**src/rtl/mem_pkg.sv**
```systemverilog
// mem_pkg: shared state encoding, default command layout and default SRAM geometry.
package mem_pkg;
    localparam int DEF_WIDTH = 4;
    localparam int DEF_DEPTH = 32;
    typedef enum logic [1:0] {IDLE, REQ, ACCESS} state_t;
    typedef struct packed {
        logic                         we;
        logic [$clog2(DEF_DEPTH)-1:0] addr;
        logic [DEF_WIDTH-1:0]         wdata;
    } cmd_t;
endpackage

```
**src/rtl/cmd_fifo.sv**
```systemverilog
// cmd_fifo: command queue; pushes while full and pops while empty are ignored.
module cmd_fifo #(
    parameter int  FIFO_DEPTH = 4,
    parameter type T          = logic
) (
    input  logic clk,
    input  logic rst,
    input  logic push,
    input  logic pop,
    input  T     din,
    output T     dout,
    output logic full,
    output logic empty
);
    localparam int PW = $clog2(FIFO_DEPTH);
    T mem [FIFO_DEPTH];
    logic [PW-1:0] wptr, rptr;
    logic [PW:0] count;
    logic do_push, do_pop;
    assign full    = count == (PW+1)'(FIFO_DEPTH);
    assign empty   = count == '0;
    assign do_push = push && !full;
    assign do_pop  = pop && !empty;
    assign dout    = mem[rptr];
    always_ff @(posedge clk) begin
        if (do_push) mem[wptr] <= din;
    end
    // Power-of-two depth lets the pointers wrap naturally.
    always_ff @(posedge clk) begin
        if (rst) begin
            wptr  <= '0;
            rptr  <= '0;
            count <= '0;
        end else begin
            if (do_push) wptr <= wptr + 1'b1;
            if (do_pop) rptr <= rptr + 1'b1;
            count <= count + (PW+1)'(do_push) - (PW+1)'(do_pop);
        end
    end
endmodule

```
**src/rtl/mem_req_ctrl.sv**
```systemverilog
// mem_req_ctrl: queues SRAM commands and issues one request per two cycles.
// Optional MEM_REQ_STATS_EN adds saturating write/read completion counters.
module mem_req_ctrl import mem_pkg::*; #(
    parameter int WIDTH      = DEF_WIDTH,
    parameter int DEPTH      = DEF_DEPTH,
    parameter int FIFO_DEPTH = 4,
    localparam int AW        = $clog2(DEPTH)
) (
    input  logic             clk,
    input  logic             rst,
    input  logic             cmd_valid,
    output logic             cmd_ready,
    input  logic             cmd_we,
    input  logic [AW-1:0]    cmd_addr,
    input  logic [WIDTH-1:0] cmd_wdata,
    output logic             wr_req,
    output logic             re_req,
    output logic [AW-1:0]    mem_addr,
    output logic [WIDTH-1:0] mem_wdata,
    input  logic [WIDTH-1:0] mem_rdata,
    output logic             rd_valid,
    output logic [WIDTH-1:0] rd_data,
`ifdef MEM_REQ_STATS_EN
    output logic [15:0]      wr_cnt,
    output logic [15:0]      rd_cnt,
`endif
    output logic             busy
);
    typedef struct packed {
        logic             we;
        logic [AW-1:0]    addr;
        logic [WIDTH-1:0] wdata;
    } entry_t;
    entry_t cmd_in, head, cmd_q;
    state_t state, state_n;
    logic full, empty, pop, done;
    assign cmd_in    = {cmd_we, cmd_addr, cmd_wdata};
    assign cmd_ready = !full;
    cmd_fifo #(.FIFO_DEPTH(FIFO_DEPTH), .T(entry_t)) u_fifo (
        .clk(clk), .rst(rst), .push(cmd_valid), .pop(pop),
        .din(cmd_in), .dout(head), .full(full), .empty(empty)
    );
    always_comb begin
        pop     = (state != REQ) && !empty;
        state_n = (state == REQ) ? ACCESS : (pop ? REQ : IDLE);
    end
    assign done = state == ACCESS;
    always_ff @(posedge clk) begin
        if (rst) begin
            state    <= IDLE;
            cmd_q    <= '0;
            rd_valid <= 1'b0;
            rd_data  <= '0;
        end else begin
            state    <= state_n;
            if (pop) cmd_q <= head;
            rd_valid <= done && !cmd_q.we;
            if (done && !cmd_q.we) rd_data <= mem_rdata;
        end
    end
`ifdef MEM_REQ_STATS_EN
    always_ff @(posedge clk) begin
        if (rst) begin
            wr_cnt <= '0;
            rd_cnt <= '0;
        end else begin
            if (done && cmd_q.we && wr_cnt != 16'hFFFF) wr_cnt <= wr_cnt + 1'b1;
            if (done && !cmd_q.we && rd_cnt != 16'hFFFF) rd_cnt <= rd_cnt + 1'b1;
        end
    end
`endif
    assign wr_req    = (state == REQ) && cmd_q.we;
    assign re_req    = (state == REQ) && !cmd_q.we;
    assign mem_addr  = cmd_q.addr;
    assign mem_wdata = cmd_q.wdata;
    assign busy      = !empty || (state != IDLE);
endmodule

```
**config.mk**
```make
export PLATFORM = sky130hd
export DESIGN_NAME = mem_req_ctrl
export DESIGN_NICKNAME = d
export VERILOG_FILES = /design/src/rtl/mem_pkg.sv /design/src/rtl/cmd_fifo.sv /design/src/rtl/mem_req_ctrl.sv
export SDC_FILE = /design/constraint.sdc
export NUM_CORES = 1
export LEC_CHECK = 0
export ABC_AREA = 1
export ABC_CLOCK_PERIOD_IN_PS = 2650
export CAP_MARGIN = 15
export CORE_MARGIN = 2
export CORE_UTILIZATION = 55
export CTS_BUF_LIST = sky130_fd_sc_hd__clkbuf_16
export DETAILED_ROUTE_END_ITERATION = 7
export GPL_TIMING_DRIVEN = 0
export PLACE_DENSITY = 0.76
export SETUP_SLACK_MARGIN = 0.2
export SLEW_MARGIN = 20
export SYNTH_ARGS = -nofsm -noshare
export SYNTH_HDL_FRONTEND = slang
export SYNTH_SLANG_ARGS = --single-unit
```
**constraint.sdc**
```tcl
create_clock -name clk -period 2.65 [get_ports clk]
set_input_delay 0.6625 -clock clk [delete_from_list [all_inputs] [get_ports clk]]
set_output_delay 0.6625 -clock clk [all_outputs]
set_load 0.1 [all_outputs]
```
==> flow_metrics.env, run 1 <==
export IMPL_synthesis_nets=344
export IMPL_seqCellArea_sq_um=1682
export IMPL_cts_sinks=64
export IMPL_swShare_pct=42.89
export IMPL_die_area_sq_um=5848
export IMPL_vias_per_cell=4.625
export IMPL_wl_met2_um=2605
export IMPL_min_period_ps=2407
export IMPL_drtAntennaViolNets=0
export IMPL_final_layout_size_suffix_gt1_share_pct=14.59
export IMPL_finalHoldViolCount=0
export IMPL_rr_startpoint="u_fifo.count[1]$_SDFF_PP0_"
export IMPL_slew_viol_final=0
export IMPL_yosys_area_top_type="edfxtp_1"
export IMPL_worstHoldStart="rd_data[0]$_SDFFE_PP0P_"
export IMPL_whs_ps=477.6
export IMPL_instances_no_fill=440
export IMPL_startpoint_type="flip-flop"
export IMPL_post_route_period_util_pct=90.84
export IMPL_syn_avg_cell_area_sq_um=9.028
export IMPL_place_gp_congestion=0.7552
export IMPL_worstMarginPinSlew_ps=1013
export IMPL_htree_levels=3
export IMPL_reg2regPathDepth=11
export IMPL_status="finished, final reports clean"
export IMPL_num_vias=2035
export IMPL_final_nets=389
export IMPL_power_density_nw_per_um2=1257
export IMPL_cts_root_buf="clkbuf_16"
export IMPL_num_antenna_cells=0
export IMPL_vdd_ir_drop_max_mv=0.6704
export IMPL_clockBufferDepth=2
export IMPL_postPlaceCellArea_sq_um=3317
export IMPL_rsz0062_at_grt="false"
export IMPL_synth_most_common_cell="nand2_1"
export IMPL_die_width_um=76.48
export IMPL_slew_headroom_pct=32.25
export IMPL_path_cells="clkdlybuf4s50_1"
export IMPL_grt_overflow=0
export IMPL_synth_yosys_warnings=0
export IMPL_final_area_sq_um=3573
export IMPL_maxCapViolations=0
export IMPL_floorplan_initialDensity_pct=56.93
export IMPL_p_sw_mw=1.927
export IMPL_fmax_mhz=415.4
export IMPL_grt_max_degree=11
export IMPL_rows=26
export IMPL_hp_class="reg2reg"
export IMPL_fillers=398
export IMPL_drc_errors=0
export IMPL_cp_num_buf_inv=1
export IMPL_min_to="rd_data[0]$_SDFFE_PP0P_"
export IMPL_yosysSeqAreaShare_pct=58.21
export IMPL_antenna_found_initial=0
export IMPL_layout_setup_ws_ps=242.8
export IMPL_port_buffers=34
export IMPL_holdPathStages=2
export IMPL_async_flop_share_pct=0
export IMPL_post_dp_hpwl_um=3536
export IMPL_p_leak_nw=1.757
export IMPL_clock_latency_ps=330
export IMPL_wl_met3_um=248
export IMPL_dr_max_layer_used="met4"
export IMPL_clkTransAtPathRegs_ps=50
export IMPL_dr_pass1_iters=4
export IMPL_finClkSkew_ps=7.212
export IMPL_syn_cell_area_sq_um=2889
export IMPL_r2r_end="u_fifo.count[2]$_SDFF_PP0_"
export IMPL_grt_pass1_vias=1945
export IMPL_postCtsHoldBufs=0
export IMPL_drt_initial_drc_count=95
export IMPL_postCtsSetupRepairBufs=0
export IMPL_cp_max_fo=1
export IMPL_dp_cells=424
export IMPL_setup_viol=0
export IMPL_synth_edf_count=40
export IMPL_area_growth_pct=23.69
export IMPL_synth_area_leaders="edfxtp_1 (42%), dfxtp_1 (17%), nand2_1 (9.1%)"
export IMPL_critPathTopFamily="buffers and inverters"
export IMPL_cp_arrival_ps=1740
export IMPL_wl_um=5341
export IMPL_cp_slowest_stage_delay_ps=1120
export IMPL_reg2reg_slack_ps=580
export IMPL_clock_power_share_pct=24.5
export IMPL_finalPower_mw=4.492
export IMPL_critPathCaptureType="output pin"
export IMPL_yosysUniqueCellTypes=21
export IMPL_grt_usage_pct=20.27
export IMPL_synth_common_cells="nand2_1 (70), inv_1 (65), nor2_1 (45), edfxtp_1 (40), dfxtp_1 (24)"
export IMPL_core_sq_um=5075
export IMPL_synthCells=320
export IMPL_ys_flop_type="edfxtp_1"
export IMPL_combinationalPowerShare_pct=45.4
export IMPL_synth_top_area_share_pct=41.58
export IMPL_multi_input_area_sq_um=793.3
export IMPL_path_class="reg2out"
export IMPL_crit_slowest_cell="clkdlybuf4s50_1"
export IMPL_wl_met1_um=2373
export IMPL_cts_buffers=9
export IMPL_synth_seq_cells=64
export IMPL_p_int_mw=2.565
export IMPL_io_pin_count=35
export IMPL_routedWlPerCell_um=12.14
export IMPL_post_cts_resized=14
export IMPL_seqPwrFrac_pct=30.1
export IMPL_pre_cts_slack_ps=137.4
export IMPL_die_h_um=76.48
export IMPL_postLayoutCoreUtil_pct=70.41
export IMPL_grt_pass1_wl_um=8963
export IMPL_crit_required_ps=1990
export IMPL_fin_tns_setup_ps=0
export IMPL_cts_tree="done"
[state kept, by name (all words and copies together), names as in the netlist]
| signal | count |
|---|---|
| cmd_q | 1 |
| mem_addr | 5 |
| mem_wdata | 4 |
| rd_data | 4 |
| rd_valid | 1 |
| state | 2 |
| u_fifo.count | 3 |
| u_fifo.mem | 40 |
| u_fifo.rptr | 2 |
| u_fifo.wptr | 2 |
[cells by family (layout without fill, tap and decap cells)]
family,count (synthesis),after routing,share of synthesized area [%]
and+or+nand+nor,151,151,22.30
AOI/OAI and AO/OA,10,10,1.862
DFF,64,64,58.21
adders and majority gates,7,7,3.291
buffers and inverters,88,138,14.33
[tightest hold or removal path, cell delays in order, from the launching register on]
cell and delay (ps):
dfxtp_1 320, nor2_1 40, nor2_1 80
[worst max path at each step]
stage                                from                         end  cells past startpoint
2_1_floorplan  u_fifo.count[1]$_SDFF_PP0_  u_fifo.count[2]$_SDFF_PP0_                      9
3_3_place_gp                    cmd_valid  u_fifo.mem[0][6]$_DFFE_PP_                      3
3_5_place_dp                    cmd_valid  u_fifo.mem[0][6]$_DFFE_PP_                      3
4_1_cts        u_fifo.count[1]$_SDFF_PP0_                   cmd_ready                      3
5_1_grt               rd_valid$_SDFF_PP0_                    rd_valid                      1
6_report              rd_valid$_SDFF_PP0_                    rd_valid                      1
[cell type report]
class / instances / area share [%]
buffer: 18 / 4.237
clock buffer: 9 / 6.303
clock inverter: 7 / 1.576
inverter: 70 / 7.353
multi-input combinational: 168 / 22.20
sequential: 64 / 47.06
tap: 70 / 2.451
timing repair buffer: 34 / 8.824
[per-layer routing]
| metal | track usage, % | up-vias |
|---|---|---|
| met5 | 0 | - |
| met3 | 5.924 | 10 |
| met1 | 24.19 | 926 |
| met2 | 33.72 | 46 |
| li1 | - | 1053 |
| met4 | 9.636 | 0 |
[power by group through the flow]
stage	Clock, mW	Sequential, mW	Combinational [mW]
floorplan	0	1.44	1.58
global placement	0	1.36	2.07
detailed placement	0	1.37	2.10
CTS	1.11	1.35	2.06
global route	1.16	1.37	2.23
finish	1.10	1.35	2.04
[placed cells by master, fill, tap and decap left out, drive strengths merged]
cell and n:
nand2 82, inv 73, nor2 46, edfxtp 40, dfxtp 24, nand3 22, buf 18, clkdlybuf4s50 17
clkbuf 13, dlygate4sd2 10, o21ai 8, ha 6, clkinv 3, dlymetal6s2s 3, a21oi 2, nand4 1
fa 1, bufinv 1
(Power assumes the default switching activity.)
==> run 2, diff against run 1 <==
Settings changed: CTS_BUF_LIST sky130_fd_sc_hd__clkbuf_16 to default.
==> run 2 against run 1 <==
  * Clock skew down 1.7 ps
  * Highest routed layer unchanged
  * Hold slack better by 8.9 ps
  * Total power down 7.3%
  * Count of clock-buffer cells in the layout up 3
  * Largest power group unchanged
  * Flip-flop and latch count unchanged
==> flow_metrics.env, run 2 (synthesis gave the netlist of run 1 again) <==
export IMPL_core_sq_um=5075
export IMPL_rr_startpoint="u_fifo.count[1]$_SDFF_PP0_"
export IMPL_cts_root_buf="clkbuf_8"
export IMPL_r2r_end="u_fifo.count[2]$_SDFF_PP0_"
export IMPL_p_sw_mw=1.878
export IMPL_num_vias=2007
export IMPL_dr_pass1_iters=4
export IMPL_cts_tree="done"
export IMPL_crit_required_ps=1990
export IMPL_final_layout_size_suffix_gt1_share_pct=14.59
export IMPL_slew_viol_final=0
export IMPL_place_gp_congestion=0.7552
export IMPL_cts_sinks=64
export IMPL_fin_tns_setup_ps=0
export IMPL_holdPathStages=2
export IMPL_top_register="u_fifo.mem"
export IMPL_die_h_um=76.48
export IMPL_power_density_nw_per_um2=1200
export IMPL_io_pin_count=35
export IMPL_finClkSkew_ps=5.462
export IMPL_final_cell_mix="nand2_1 (70), inv_1 (65), nor2_1 (45)"
export IMPL_grt_max_degree=11
export IMPL_whs_ps=486.5
export IMPL_final_nets=389
export IMPL_startpoint_type="flip-flop"
export IMPL_grt_usage_pct=19.96
export IMPL_p_leak_nw=1.678
export IMPL_floorplan_initialDensity_pct=56.93
export IMPL_seqPwrFrac_pct=32.4
export IMPL_crit_slowest_cell="dlygate4sd2_1"
export IMPL_hp_class="reg2reg"
export IMPL_min_to="rd_data[2]$_SDFFE_PP0P_"
export IMPL_largest_reg_flops=40
export IMPL_reg2reg_slack_ps=560
export IMPL_path_class="reg2out"
export IMPL_clkTransAtPathRegs_ps=70
export IMPL_p_int_mw=2.285
export IMPL_vdd_ir_drop_max_mv=0.6230
export IMPL_slew_headroom_pct=32.90
export IMPL_postCtsSetupRepairBufs=0
export IMPL_area_growth_pct=20.10
export IMPL_worstHoldStart="rd_data[2]$_SDFFE_PP0P_"
export IMPL_wl_um=5220
export IMPL_die_area_sq_um=5848
export IMPL_drc_errors=0
export IMPL_cts_buffers=9
export IMPL_clock_power_share_pct=18.7
export IMPL_cp_arrival_ps=1630
export IMPL_setup_viol=0
export IMPL_grt_overflow=0
export IMPL_cp_slowest_stage_delay_ps=840
export IMPL_maxCapViolations=0
export IMPL_clock_latency_ps=330
export IMPL_drt_initial_drc_count=87
export IMPL_worstMarginPinSlew_ps=1003
export IMPL_vias_per_cell=4.561
export IMPL_grt_pass1_wl_um=8901
export IMPL_rsz0062_at_grt="false"
export IMPL_status="finished, final reports clean"
export IMPL_finalHoldViolCount=0
export IMPL_drtAntennaViolNets=0
export IMPL_die_width_um=76.48
export IMPL_reg2regPathDepth=11
export IMPL_fillers=419
export IMPL_cp_max_fo=2
export IMPL_grt_pass1_vias=1972
export IMPL_fmax_mhz=436.5
export IMPL_post_dp_hpwl_um=3536
export IMPL_final_common_cell="nand2_1"
export IMPL_rows=26
export IMPL_path_cells="buf_4, dlygate4sd2_1"
export IMPL_htree_levels=3
export IMPL_num_antenna_cells=0
export IMPL_combinationalPowerShare_pct=48.9
export IMPL_clockBufferDepth=2
export IMPL_post_route_period_util_pct=86.45
export IMPL_critPathCaptureType="output pin"
export IMPL_port_buffers=34
export IMPL_swShare_pct=45.11
export IMPL_routedWlPerCell_um=11.86
export IMPL_antenna_found_initial=0
export IMPL_min_period_ps=2291
[run 2: cell types whose count changed in the layout (fill, tap and decap cells not counted)]
cell,delta
clkbuf_16,-9
clkbuf_8,+9
clkbuf_1,+3
dlygate4sd2_1,+3
inv_1,-3
dlymetal6s2s_1,-2
clkbuf_2,-1
clkdlybuf4s15_2,+1
clkdlybuf4s50_1,-1
[run 2: final cells by class]
type / instances / area, sq um / area share [%]
buffer: 18 / 151.4 / 4.363
clock buffer: 12 / 135.1 / 3.895
clock inverter: 4 / 45.04 / 1.298
inverter: 70 / 262.8 / 7.573
multi-input combinational: 168 / 793.3 / 22.86
sequential: 64 / 1682 / 48.47
tap: 70 / 87.58 / 2.524
timing repair buffer: 34 / 312.8 / 9.016
[run 2: repair_timing]
action,in CTS,in global routing
endpoints found under the setup margin,17,4
hold buffers,0,0
hold endpoints to repair,0,0
resized for setup,19,7
[run 2: power groups by stage]
stage | clock network (mW) | registers, mW | logic, mW
finish | 0.780 | 1.35 | 2.03
global route | 0.832 | 1.37 | 2.23
CTS | 0.796 | 1.35 | 2.05
detailed placement | 0 | 1.37 | 2.10
global placement | 0 | 1.36 | 2.07
floorplan | 0 | 1.44 | 1.58
[run 2: worst max-delay path by stage]
| stage | startpoint | endpoint | slack, ps | cells after the start |
|---|---|---|---|---|
| after floorplan | u_fifo.count[1]$_SDFF_PP0_ | u_fifo.count[2]$_SDFF_PP0_ | 240 | 9 |
| after global placement | cmd_valid | u_fifo.mem[0][6]$_DFFE_PP_ | 220 | 3 |
| after detailed placement | cmd_valid | u_fifo.mem[0][6]$_DFFE_PP_ | 140 | 3 |
| after CTS | u_fifo.count[1]$_SDFF_PP0_ | cmd_ready | 140 | 3 |
| after global routing | mem_addr[4]$_SDFFE_PP0P_ | mem_addr[4] | 320 | 2 |
| final | mem_wdata[2]$_SDFFE_PP0P_ | mem_wdata[2] | 360 | 2 |
[run 2: per-layer routing]
metal	global-route usage, %	routed length, um	up-vias
li1	-	-	1050
met1	23.50	2426	906
met2	33.54	2489	42
met3	4.502	196	9
met4	11.64	108	0
met5	0	0	-
[run 2: through the flow]
step	util (%)	setup slack, ps	instance area, sq um	std cells	power [mW]
2_1_floorplan	-	244.5	2889	320	3.022
3_3_place_gp	65.36	216.8	3317	424	3.430
3_5_place_dp	65.36	137.4	3317	424	3.473
4_1_cts	68.54	135.8	3478	440	4.198
5_1_grt	68.37	322.4	3470	440	4.427
6_report	68.37	359.0	3470	440	4.162
[run 2: worst max-delay path, delay by kind of cell (launching register included)]
kind                   cells  cell delay [ps]
buffers and inverters      2              950
flip-flops                 1              350
